`config.mk`:
```
export PLATFORM = sky130hd
export DESIGN_NAME = uart_rx_ctrl_flat
export DESIGN_NICKNAME = d
export VERILOG_FILES = /design/src/rtl/uart_rx_ctrl_if.sv /design/src/rtl/uart_rx_ctrl.sv /design/src/flat_wrapper.sv
export SDC_FILE = /design/constraint.sdc
export NUM_CORES = 1
export LEC_CHECK = 0
export ABC_AREA = 0
export CORE_MARGIN = 3
export CORE_UTILIZATION = 50
export CTS_BUF_LIST = sky130_fd_sc_hd__clkbuf_4
export CTS_CLUSTER_DIAMETER = 150
export DETAILED_ROUTE_END_ITERATION = 6
export PLACE_DENSITY = 0.8
export SLEW_MARGIN = 20
export SYNTH_ARGS = -nofsm -noshare
export SYNTH_HDL_FRONTEND = slang
export SYNTH_SLANG_ARGS = --single-unit
```
`constraint.sdc`:
```
create_clock -name clk -period 2.1 [get_ports clk]
set_input_delay 0.21 -clock clk [delete_from_list [all_inputs] [get_ports clk]]
set_output_delay 0.21 -clock clk [all_outputs]
set_load 0.01 [all_outputs]
```
`src/rtl/uart_rx_ctrl_if.sv`:
```
// Bundle of receiver-side and host-side signals for uart_rx_ctrl.
// slave is the controller's view; master is the view of whatever drives it.
interface uart_rx_ctrl_if #(
  parameter int unsigned DATA_SIZE = 7,
  parameter int unsigned DEPTH     = 4,
  parameter int unsigned ERR_W     = 8
);
  localparam int unsigned CW = $clog2(DEPTH) + 1;

  // receiver handshake
  logic                 enable;
  logic [DATA_SIZE-1:0] rx_data;
  logic                 rx_ready;
  logic                 rx_frame_error;
  logic                 rx_ack;

  // host read port
  logic [DATA_SIZE-1:0] rd_data;
  logic                 rd_valid;
  logic                 rd_ready;
  logic [CW-1:0]        fifo_count;

  // status
  logic                 overrun_flag;
  logic                 frame_err_flag;
  logic [ERR_W-1:0]     err_count;
  logic                 clr_status;

  modport slave (
    input  enable, rx_data, rx_ready, rx_frame_error, rd_ready, clr_status,
    output rx_ack, rd_data, rd_valid, fifo_count, overrun_flag, frame_err_flag, err_count
  );

  modport master (
    output enable, rx_data, rx_ready, rx_frame_error, rd_ready, clr_status,
    input  rx_ack, rd_data, rd_valid, fifo_count, overrun_flag, frame_err_flag, err_count
  );
endinterface

```
`src/rtl/uart_rx_ctrl.sv`:
```
// UART receive controller: captures frames on a rising edge of rx_ready,
// filters them (enable / frame error / overrun), buffers good characters in a
// small FIFO and returns a one-cycle acknowledge to the receiver.
module uart_rx_ctrl #(
  parameter int unsigned DATA_SIZE = 7,
  parameter int unsigned DEPTH     = 4,
  parameter int unsigned ERR_W     = 8
) (
  input logic            clk,
  input logic            res,
  uart_rx_ctrl_if.slave  bus
);
  localparam int unsigned AW = $clog2(DEPTH);
  localparam logic [AW:0] FULL_CNT = (AW+1)'(DEPTH);

  typedef enum logic [1:0] {IDLE, EVAL, ACK} state_t;

  state_t               state, state_nxt;
  logic                 rdy_prev;
  logic [DATA_SIZE-1:0] hold_data;
  logic                 hold_err;
  logic [DATA_SIZE-1:0] mem [DEPTH];
  logic [AW-1:0]        wr_ptr, rd_ptr;
  logic [AW:0]          count;
  logic [ERR_W-1:0]     err_cnt;
  logic                 ovr_flag, ferr_flag, ack_q;
  logic                 not_empty, full, pop;
  logic                 capture, push, set_ovr, set_ferr;

  assign not_empty = (count != '0);
  assign full      = (count == FULL_CNT);
  assign pop       = not_empty & bus.rd_ready;

  assign bus.rd_valid       = not_empty;
  assign bus.rd_data        = not_empty ? mem[rd_ptr] : '0;
  assign bus.fifo_count     = count;
  assign bus.rx_ack         = ack_q;
  assign bus.overrun_flag   = ovr_flag;
  assign bus.frame_err_flag = ferr_flag;
  assign bus.err_count      = err_cnt;

  // FSM state register
  always_ff @(posedge clk or negedge res) begin
    if (!res) state <= IDLE;
    else      state <= state_nxt;
  end

  // next-state and per-frame action decode
  always_comb begin
    state_nxt = state;
    capture   = 1'b0;
    push      = 1'b0;
    set_ovr   = 1'b0;
    set_ferr  = 1'b0;
    unique case (state)
      IDLE: begin
        if (bus.rx_ready && !rdy_prev) begin
          capture   = 1'b1;
          state_nxt = EVAL;
        end
      end
      EVAL: begin
        state_nxt = ACK;
        if (!bus.enable)        ;
        else if (hold_err)      set_ferr = 1'b1;
        else if (full && !pop)  set_ovr  = 1'b1;
        else                    push     = 1'b1;
      end
      ACK:     state_nxt = IDLE;
      default: state_nxt = IDLE;
    endcase
  end

  // rx_ready history, frame holding registers and registered acknowledge
  always_ff @(posedge clk or negedge res) begin
    if (!res) begin
      rdy_prev  <= 1'b1;
      hold_data <= '0;
      hold_err  <= 1'b0;
      ack_q     <= 1'b0;
    end else begin
      rdy_prev <= bus.rx_ready;
      ack_q    <= (state_nxt == ACK);
      if (capture) begin
        hold_data <= bus.rx_data;
        hold_err  <= bus.rx_frame_error;
      end
    end
  end

  // FIFO storage, pointers and occupancy
  always_ff @(posedge clk or negedge res) begin
    if (!res) begin
      for (int unsigned i = 0; i < DEPTH; i++) mem[i] <= '0;
      wr_ptr <= '0;
      rd_ptr <= '0;
      count  <= '0;
    end else begin
      if (push) begin
        mem[wr_ptr] <= hold_data;
        wr_ptr      <= wr_ptr + AW'(1);
      end
      if (pop) rd_ptr <= rd_ptr + AW'(1);
      unique case ({push, pop})
        2'b10:   count <= count + (AW+1)'(1);
        2'b01:   count <= count - (AW+1)'(1);
        default: count <= count;
      endcase
    end
  end

  // sticky status; a set event in the same cycle as clr_status takes precedence
  always_ff @(posedge clk or negedge res) begin
    if (!res) begin
      ovr_flag  <= 1'b0;
      ferr_flag <= 1'b0;
      err_cnt   <= '0;
    end else begin
      if (set_ovr)             ovr_flag <= 1'b1;
      else if (bus.clr_status) ovr_flag <= 1'b0;

      if (set_ferr)            ferr_flag <= 1'b1;
      else if (bus.clr_status) ferr_flag <= 1'b0;

      if (set_ferr) begin
        if (bus.clr_status)     err_cnt <= ERR_W'(1);
        else if (err_cnt != '1) err_cnt <= err_cnt + ERR_W'(1);
      end else if (bus.clr_status) begin
        err_cnt <= '0;
      end
    end
  end
endmodule

```
`src/flat_wrapper.sv`:
```
// flat-port wrapper written by rule: the top's interface ports become plain ports
module uart_rx_ctrl_flat 
#(
  parameter int unsigned DATA_SIZE = 7,
  parameter int unsigned DEPTH     = 4,
  parameter int unsigned ERR_W     = 8
)
  (clk, res, bus_enable, bus_rx_data, bus_rx_ready, bus_rx_frame_error, bus_rd_ready, bus_clr_status, bus_rx_ack, bus_rd_data, bus_rd_valid, bus_fifo_count, bus_overrun_flag, bus_frame_err_flag, bus_err_count);
  uart_rx_ctrl_if #(.DATA_SIZE(DATA_SIZE), .DEPTH(DEPTH), .ERR_W(ERR_W)) bus_i ();
  input logic clk;
  input logic res;
  input wire logic [$bits(bus_i.enable)-1:0] bus_enable;
  input wire logic [$bits(bus_i.rx_data)-1:0] bus_rx_data;
  input wire logic [$bits(bus_i.rx_ready)-1:0] bus_rx_ready;
  input wire logic [$bits(bus_i.rx_frame_error)-1:0] bus_rx_frame_error;
  input wire logic [$bits(bus_i.rd_ready)-1:0] bus_rd_ready;
  input wire logic [$bits(bus_i.clr_status)-1:0] bus_clr_status;
  output wire logic [$bits(bus_i.rx_ack)-1:0] bus_rx_ack;
  output wire logic [$bits(bus_i.rd_data)-1:0] bus_rd_data;
  output wire logic [$bits(bus_i.rd_valid)-1:0] bus_rd_valid;
  output wire logic [$bits(bus_i.fifo_count)-1:0] bus_fifo_count;
  output wire logic [$bits(bus_i.overrun_flag)-1:0] bus_overrun_flag;
  output wire logic [$bits(bus_i.frame_err_flag)-1:0] bus_frame_err_flag;
  output wire logic [$bits(bus_i.err_count)-1:0] bus_err_count;
  assign bus_i.enable = bus_enable;
  assign bus_i.rx_data = bus_rx_data;
  assign bus_i.rx_ready = bus_rx_ready;
  assign bus_i.rx_frame_error = bus_rx_frame_error;
  assign bus_i.rd_ready = bus_rd_ready;
  assign bus_i.clr_status = bus_clr_status;
  assign bus_rx_ack = bus_i.rx_ack;
  assign bus_rd_data = bus_i.rd_data;
  assign bus_rd_valid = bus_i.rd_valid;
  assign bus_fifo_count = bus_i.fifo_count;
  assign bus_overrun_flag = bus_i.overrun_flag;
  assign bus_frame_err_flag = bus_i.frame_err_flag;
  assign bus_err_count = bus_i.err_count;
  uart_rx_ctrl #(.DATA_SIZE(DATA_SIZE), .DEPTH(DEPTH), .ERR_W(ERR_W)) u_core (.clk(clk), .res(res), .bus(bus_i));
endmodule
```
# ---- Yosys cells after proc, flatten, opt, wreduce, memory -nomap -nowiden
# Index checks and enable logic that the tools add are counted.
dict set report totals {
  regBits 57
  out_inout_bits 22
  elab_cells 74
}
dict set report op_classes {
  n_addsub 5
  order_cmp 3
  eq_ne 6
  muxes 30
  n_bitwise 3
  n_reduce_logical 12
}
# op count
set ops {}
lappend ops {{2-to-1 mux 8 bit} 4}
lappend ops {{bitwise mux 28 bit} 1}
lappend ops {{2-to-1 mux 7 bit} 4}
lappend ops {{2-to-1 mux 1 bit} 16}
lappend ops {{binary-select mux 7 bit (select 2 bit)} 1}
lappend ops {{demux 7 bit (select 2 bit)} 1}
lappend ops {{adder 8 x 1 -> 8 bit (second input constant)} 1}
lappend ops {{inequality test 8 bit (second input constant)} 1}
lappend ops {{nonzero test 2 bit} 4}
lappend ops {{greater-or-equal comparator 3 bit (second input constant)} 2}
lappend ops {{NOT 2 -> 3 bit} 2}
lappend ops {{case mux 3 bit (2 select lines)} 1}
lappend ops {{adder 2 x 1 -> 2 bit (second input constant)} 2}
lappend ops {{== test 2 x 1 -> 1 bit (second input constant)} 2}
lappend ops {{== test 2 bit (second input constant)} 2}
lappend ops {{case mux 2 bit (2 select lines)} 1}
lappend ops {{adder 3 x 1 -> 3 bit (second input constant)} 1}
lappend ops {{== test 3 bit (second input constant)} 1}
lappend ops {{logical AND 1 bit} 3}
lappend ops {{< comparator 3 x 1 -> 1 bit (second input constant)} 1}
lappend ops {{nonzero test 3 bit} 1}
lappend ops {{subtractor 3 x 1 -> 3 bit (second input constant)} 1}
lappend ops {{logical NOT 1 bit} 2}
lappend ops {{logical NOT 2 bit} 1}
lappend ops {{other kinds (3)} 3}

# ---- Depth between registers and ports, before layout
# Gate-level depths: netlist of run 1.
dict set report depth {
  word_depth 10
  ltp_mapped 9
}

# ---- Worst setup path before layout of run 1
# Ideal clock, no wire load.
dict set report synth_timing {
  kind {flip-flop to flip-flop}
  start {reg u_core.count[0], in the netlist u_core.bus.fifo_count[0]}
  end {reg u_core.count[2], in the netlist u_core.bus.fifo_count[2]}
  setup_ns 0.079
  t_arrival_ns 2.204
  required_time_ns 2.021
  path_slack_ns -0.183
  path_stages_with_launch 10
  synth_period_minus_slack_ns 2.283
  cell_sequence {dfrtp_1 or4b_1 nor3b_4 inv_1 ha_1 inv_1 fa_1 xor2_1 nor2_1 xor2_1}
}
dict set report synth_between {
  elab_chain_cells 10
}
# item line_no
set synth_rtl {}
lappend synth_rtl {{from (decl)} uart_rx_ctrl.sv:24} ;# logic [AW:0] count;
lappend synth_rtl {{from (signal assigned)} uart_rx_ctrl.sv:105} ;# 2'b10: count <= count + (AW+1)'(1);
lappend synth_rtl {{from (signal assigned)} uart_rx_ctrl.sv:106} ;# 2'b01: count <= count - (AW+1)'(1);
lappend synth_rtl {{from (signal assigned)} uart_rx_ctrl.sv:107} ;# default: count <= count;
lappend synth_rtl {{nonzero test 3 bit} uart_rx_ctrl.sv:30} ;# assign not_empty = (count != '0);
lappend synth_rtl {{bitwise AND 1 bit} uart_rx_ctrl.sv:32} ;# assign pop = not_empty & bus.rd_ready;
lappend synth_rtl {{logical NOT 1 bit} uart_rx_ctrl.sv:66} ;# else if (full && !pop) set_ovr = 1'b1;
lappend synth_rtl {{logical AND 1 bit} uart_rx_ctrl.sv:66}
lappend synth_rtl {{2-to-1 mux 1 bit} uart_rx_ctrl.sv:66}
lappend synth_rtl {{2-to-1 mux 1 bit} uart_rx_ctrl.sv:65} ;# else if (hold_err) set_ferr = 1'b1;
lappend synth_rtl {{2-to-1 mux 1 bit} uart_rx_ctrl.sv:64} ;# if (!bus.enable) ;
lappend synth_rtl {{2-to-1 mux 1 bit} uart_rx_ctrl.sv:55} ;# unique case (state)
lappend synth_rtl {{== test 2 x 1 -> 1 bit / == test 2 bit (equally long branches)} uart_rx_ctrl.sv:104} ;# unique case ({push, pop})
lappend synth_rtl {{case mux 3 bit (2 select lines) / nonzero test 2 bit (equally long branches)} -}
# Several ways; a longest one is shown, not always the timed one.
# A chain may end at the register's enable or synchronous reset.

# ---- Worst setup path after layout of run 1
# Ends and elaborated chain as after synthesis.

==> results of run 1 <==
[cells in the final DEF, fill, tap and decap left out, types with 6 or more instances in the layout]
cell type	n
and2_1	7
buf_4	10
clkbuf_2	7
clkbuf_4	6
clkdlybuf4s50_1	26
dfrtp_1	55
inv_1	8
mux2_2	36
mux4_2	7
nor2_1	7
[flip-flops by register name, summed over array words and instances, names as in the netlist]
signal	count
u_core.bus.err_count	8
u_core.state	1
u_core.bus.fifo_count	3
u_core.rdy_prev	1
u_core.rd_ptr	2
u_core.bus.frame_err_flag	1
u_core.hold_err	1
u_core.bus.rx_ack	1
u_core.hold_data	7
u_core.mem	28
u_core.wr_ptr	2
u_core.bus.overrun_flag	1
[per-stage QoR]
step / cell area (µm²) / setup TNS [ns] / cells / setup slack (ns) / utilization (%)
after floorplan: 2580 / -0.112 / 184 / -0.112 / -
after global placement: 3080 / -2.28 / 291 / -0.304 / 63.4
after detailed placement: 3080 / -3.35 / 291 / -0.386 / 63.4
after CTS: 3190 / -0.103 / 302 / -0.103 / 65.8
after global routing: 3170 / -0.238 / 302 / -0.208 / 65.4
final: 3170 / -0.0815 / 302 / -0.0815 / 65.4
[critical path, delay by kind of cell, from the launching register on]
kind	cells	cell delay (ns)
fa+ha+maj	2	0.50
flops	1	0.41
xor+xnor	2	0.30
simple gates	3	0.80
buf+inv	2	0.11
[cell type report]
| class | count | area, µm² |
|---|---|---|
| Sequential cell | 56 | 1400 |
| Multi-Input combinational cell | 114 | 1140 |
| Clock inverter | 2 | 35.0 |
| Fill cell | 380 | 1680 |
| Timing Repair Buffer | 48 | 425 |
| Inverter | 9 | 33.8 |
| Clock buffer | 6 | 45.0 |
| Tap cell | 67 | 83.8 |
[kinds of logic (layout without fill, tap and decap cells)]
family / count (synthesis) / after routing / synth area share, %
AOI/OAI and AO/OA: 10 / 10 / 2.72
xor gates and xnor gates: 8 / 8 / 2.72
adders and majority gates: 7 / 7 / 3.69
buffers and inverters: 14 / 65 / 2.09
DFF: 56 / 56 / 54.5
muxes: 47 / 47 / 23.4
and+or+nand+nor: 42 / 42 / 10.8
[per-layer routing]
layer | vias up | track usage, % | routed length (µm)
met2 | 33 | 29.7 | 2300
li1 | 759 | - | -
met1 | 801 | 21.9 | 2150
met4 | 0 | 4.80 | 56
met3 | 6 | 4.41 | 237
met5 | - | 0 | 0
[power by group]
part	internal, W	leakage (nW)	switching (W)
sequential	0.00144	0.722	0.000246
combinational	0.000861	0.699	0.000545
clock	0.000263	0.0456	0.000327
total	0.00257	1.47	0.00112
[synth_stat cells, types with 2 or more instances]
master     n  area (µm²)
dfrtp_1   55        1380
clkbuf_1   4        15.0
nand3b_1   2        15.0
nor2_1     7        26.3
nand3_1    2        10.0
and2_1     8        50.1
mux2_2    36         405
xnor2_1    4        35.0
mux2i_1    4        40.0
nand2_1    5        18.8
mux4_2     7         158
o21ai_0    3        15.0
nor3_1     2        10.0
o211ai_1   2        15.0
xor2_1     4        35.0
inv_1      9        33.8
ha_1       6        75.1
nand2_2    2        12.5
nand2_4    2        22.5
[how the worst max path moves through the flow]
| stage | startpoint | endpoint | slack [ns] | depth (start not counted) |
|---|---|---|---|---|
| after global placement | bus_rd_ready | u_core.bus.fifo_count[2]$_DFFE_PN0P_ | -0.30 | 10 |
| final | u_core.bus.fifo_count[0]$_DFFE_PN0P_ | u_core.bus.fifo_count[2]$_DFFE_PN0P_ | -0.08 | 9 |
| after global routing | u_core.bus.fifo_count[0]$_DFFE_PN0P_ | u_core.bus.fifo_count[2]$_DFFE_PN0P_ | -0.21 | 9 |
| after detailed placement | bus_rd_ready | u_core.bus.fifo_count[2]$_DFFE_PN0P_ | -0.39 | 10 |
| after CTS | u_core.bus.fifo_count[0]$_DFFE_PN0P_ | u_core.bus.fifo_count[2]$_DFFE_PN0P_ | -0.10 | 9 |
| after floorplan | u_core.bus.fifo_count[1]$_DFFE_PN0P_ | u_core.bus.fifo_count[2]$_DFFE_PN0P_ | -0.11 | 9 |
[what timing repair did]
action                                  CTS  global route
hold buffers                              1             0
setup buffers                             2             0
resized for setup                        18            10
pin swaps                                 3             0
endpoints found under the hold margin    55             0
endpoints found under the setup margin    9            22
==> results.ini, run 1 <==
[sta]
fmax_mhz=458
fin_crit_sh_pct=104
tightest_slew_ns=0.688
setup_violations=1
grt_setup_unrepaired=yes
fin_ws_ns=-0.0815
period_minus_slack_ns=2.18
final_hold_viol_count=0
maxSlewViolCount=0
relSlewSlack_pct=54.1
holdWs_ns=0.283
finClkSkew_ns=0.0143

[drt]
wirelength_mm=4.74
wl_per_cell_um=15.7
first_iter_violations=96
viasPerCell=5.29
drt_first_pass_iters=4
ant_nets=0
drc=0
route.vias.total=1599

[worst_setup_path]
reg2reg_depth=9
critPathSlowestCell=or4b_4
crit_path_end_kind=register
crit_path_start_kind=register
arrival_ns=2.49
critPathMaxStageDelay_ns=0.52
setup.worst_path.class=register to register
worstPathMaxFanout=2
cp.required_ns=2.41
worstReg2RegEnd=u_core.bus.fifo_count[2]$_DFFE_PN0P_
cpMostUsedCell=xor2_1
rrSetupSlack_ns=-0.08
r2r_start=u_core.bus.fifo_count[0]$_DFFE_PN0P_
path_cells=or4b_4 > nor3b_4 > inv_1 > ha_2 > inv_2 > fa_2 > xor2_1 > nor2_1 > xor2_1

[flow_run]
maxCapViolCount=0

[logic_synthesis]
synth_nets=205
yosys_register_bits=56
avgSynthCellArea_um2=14.0
yosysUniqueCellTypes=39
async_flop_share_pct=100
yosys_warnings=0
synth_edf_count=0
synth_cells=184
synth_top_flop_cell=dfrtp_1
synth.cell_area_um2=2570
synth-seq-area-share_pct=54.5

[hold_path]
hp-start=bus_rx_ready
holdPathStages=1
holdPathEnd=u_core.rdy_prev$_DFF_PN1_
hp-class=input pin to register

[floorplanning]
io_pins=36
die_w_um=77.7
die_area_um2=6040
initial_core_util_pct=53.1
fp.dieH_um=77.7
core_area_um2=4850
num_rows=25

[global_route]
grt_antenna_before_repair=0
overflow=0
grt_pass1_wl_mm=8.07
grt_usage_pct=17.4
grt_pass1_vias=1672
grt_max_degree=57

[power_and_ir_drop]
p_total_w=0.00368
power.density_nw_per_um2=1160
p_leak_nw=1.47
max-vdd-ir-drop_mv=0.724

[status]
failed_checks=setup timing
outcome=finished, violations left

[placed_design]
dp_hpwl_mm=3.26
place_congestion=0.839
port_buffers=35

[clocking]
ctsHtreeMaxLevel=2
clock-sinks=56
clkSlewWorstSetupHoldPaths_ns=0.15
cts.root.buffer_cell=clkbuf_4
cts_buffer_depth=2
numCtsBuffers=5
cts_tree=done
insertion_delay_ns=0.38

[finish]
fin_nets=255
num_antenna_cells=0
area_delta_synth_final_pct=23.1
final_layout_size_suffix_gt1_share_pct=36.6

No activity file was read; power rests on OpenSTA's default activity.
==> run 2, diff against run 1 <==
--- a/config.mk
+++ b/config.mk
@@ -7,11 +7,11 @@
 export LEC_CHECK = 0
 export ABC_AREA = 0
 export CORE_MARGIN = 3
-export CORE_UTILIZATION = 50
+export CORE_UTILIZATION = 51
 export CTS_BUF_LIST = sky130_fd_sc_hd__clkbuf_4
 export CTS_CLUSTER_DIAMETER = 150
 export DETAILED_ROUTE_END_ITERATION = 6
-export PLACE_DENSITY = 0.8
+export PLACE_DENSITY = 0.81
 export SLEW_MARGIN = 20
 export SYNTH_ARGS = -nofsm -noshare
 export SYNTH_HDL_FRONTEND = slang
==> run 2 against run 1 <==
The run still ends with setup timing left. Clock skew fell by 0.0024 ns. Register-to-register slack is essentially flat. Combinational power barely moved. Critical endpoint unchanged. Largest cell class unchanged. Largest power group unchanged.
==> results.ini, run 2 (same netlist as run 1, synthesis figures left out) <==
[clocking]
clock-sinks=56
cts_buffer_depth=2
cts_tree=done
cts.root.buffer_cell=clkbuf_4
insertion_delay_ns=0.37
clkSlewWorstSetupHoldPaths_ns=0.14
ctsHtreeMaxLevel=2
numCtsBuffers=5

[sta]
finClkSkew_ns=0.0119
relSlewSlack_pct=74.4
fin_ws_ns=-0.0707
maxSlewViolCount=0
fin_crit_sh_pct=103
fmax_mhz=461
timing.setup.tns_ns=-0.0707
holdWs_ns=0.245
period_minus_slack_ns=2.17
grt_setup_unrepaired=yes
setup_violations=1
tightest_slew_ns=0.384
final_hold_viol_count=0

[finish]
num_antenna_cells=0
fin_nets=255
utilization_pct=65.5
final_layout_size_suffix_gt1_share_pct=35.0
n_fill_cell=375
top_register=u_core.mem
layout_common_cells=55 x dfrtp_1, 36 x mux2_2, 26 x clkdlybuf4s50_1, 9 x buf_4
area_delta_synth_final_pct=21.8
multiInputGateArea_um2=1130
register_area_um2=1400
largest_reg_flops=28
layout_commonest_cell=dfrtp_1
finalInstanceArea_um2=3130

[placed_design]
dp_hpwl_mm=3.32
place_congestion=0.843
placed_area_um2=3100
port_buffers=35

[floorplanning]
num_rows=25
io_pins=36
initial_core_util_pct=53.8
core_area_um2=4790
fp.dieH_um=77.0
die_area_um2=5940
die_w_um=77.0

[worst_setup_path]
crit_path_end_kind=register
cp.required_ns=2.40
reg2reg_depth=9
crit_path_start_kind=register
rrSetupSlack_ns=-0.07
arrival_ns=2.47
cp-endpoint=u_core.bus.fifo_count[2]$_DFFE_PN0P_
setup.worst_path.class=register to register
worstPathMaxFanout=2
critPathLaunch=u_core.bus.fifo_count[1]$_DFFE_PN0P_
worstReg2RegEnd=u_core.bus.fifo_count[2]$_DFFE_PN0P_
r2r_start=u_core.bus.fifo_count[1]$_DFFE_PN0P_

[global_route]
grt_max_degree=57
grt_pass1_vias=1617
grt_pass1_wl_mm=8.13
grt_antenna_before_repair=0
grt_usage_pct=17.6
overflow=0

[status]
failed_checks=setup timing
outcome=finished, violations left

[drt]
viasPerCell=5.34
wl_per_cell_um=15.6
ant_nets=0
drt_first_pass_iters=4
first_iter_violations=46
route.vias.total=1607
drc=0
wirelength_mm=4.71

[hold_path]
hp-class=input pin to register

[power_and_ir_drop]
max-vdd-ir-drop_mv=0.550
p_total_w=0.00350
power.density_nw_per_um2=1120
p_leak_nw=1.43

[flow_run]
maxCapViolCount=0

-- run 2: timing repair --
| action | 4_1_cts | 5_1_grt |
|---|---|---|
| pin swaps | 2 | 0 |
| setup endpoints to repair | 9 | 9 |
| hold buffers | 1 | 0 |
| endpoints found under the hold margin | 55 | 0 |
| resized for setup | 18 | 7 |
| setup buffers | 1 | 0 |
-- run 2: area by class of cell --
type | instances | area share (%)
Tap cell | 67 | 2.67
Multi-Input combinational cell | 114 | 36.1
Clock inverter | 2 | 0.240
Sequential cell | 56 | 44.8
Timing Repair Buffer | 48 | 14.0
Inverter | 9 | 1.08
Clock buffer | 5 | 1.20
-- run 2: where the power goes --
group | internal (W) | switching [W] | total, W
combinational | 0.000849 | 0.000527 | 0.00138
clock | 0.000118 | 0.000312 | 0.000430
sequential | 0.00144 | 0.000248 | 0.00169
total | 0.00241 | 0.00109 | 0.00350
-- run 2: metrics by stage --
step	setup slack, ns	std cells
floorplan	-0.112	184
finish	-0.0707	301
global route	-0.172	301
CTS	-0.0768	301
global placement	-0.312	292
detailed placement	-0.373	292
-- run 2: worst min path at each step --
stage	from	endpoint	slack [ns]	depth (start not counted)
after floorplan	res	u_core.bus.err_count[0]$_DFFE_PN0P_	-0.09	0
after global placement	res	u_core.bus.err_count[3]$_DFFE_PN0P_	0.23	2
after detailed placement	res	u_core.bus.err_count[3]$_DFFE_PN0P_	0.23	2
after CTS	bus_rx_ready	u_core.rdy_prev$_DFF_PN1_	0.24	1
after global routing	bus_rx_ready	u_core.rdy_prev$_DFF_PN1_	0.22	1
final	bus_rx_ready	u_core.rdy_prev$_DFF_PN1_	0.24	1
-- run 2: routing by layer --
layer	up-vias	GRT usage [%]	part of all wire, %
met5	-	0	0
met4	0	4.80	1.1
met3	7	4.11	4.7
met2	39	29.9	50
met1	804	22.9	44
li1	757	-	-
-- run 2: worst max-delay path, stage by stage, from the launching register on --
cell and delay (ns):
dfrtp_1 0.41, or4b_4 0.52, nor3b_4 0.17, inv_1 0.06
ha_2 0.17, inv_2 0.04, fa_2 0.33, xor2_1 0.14
nor2_1 0.12, xor2_1 0.15
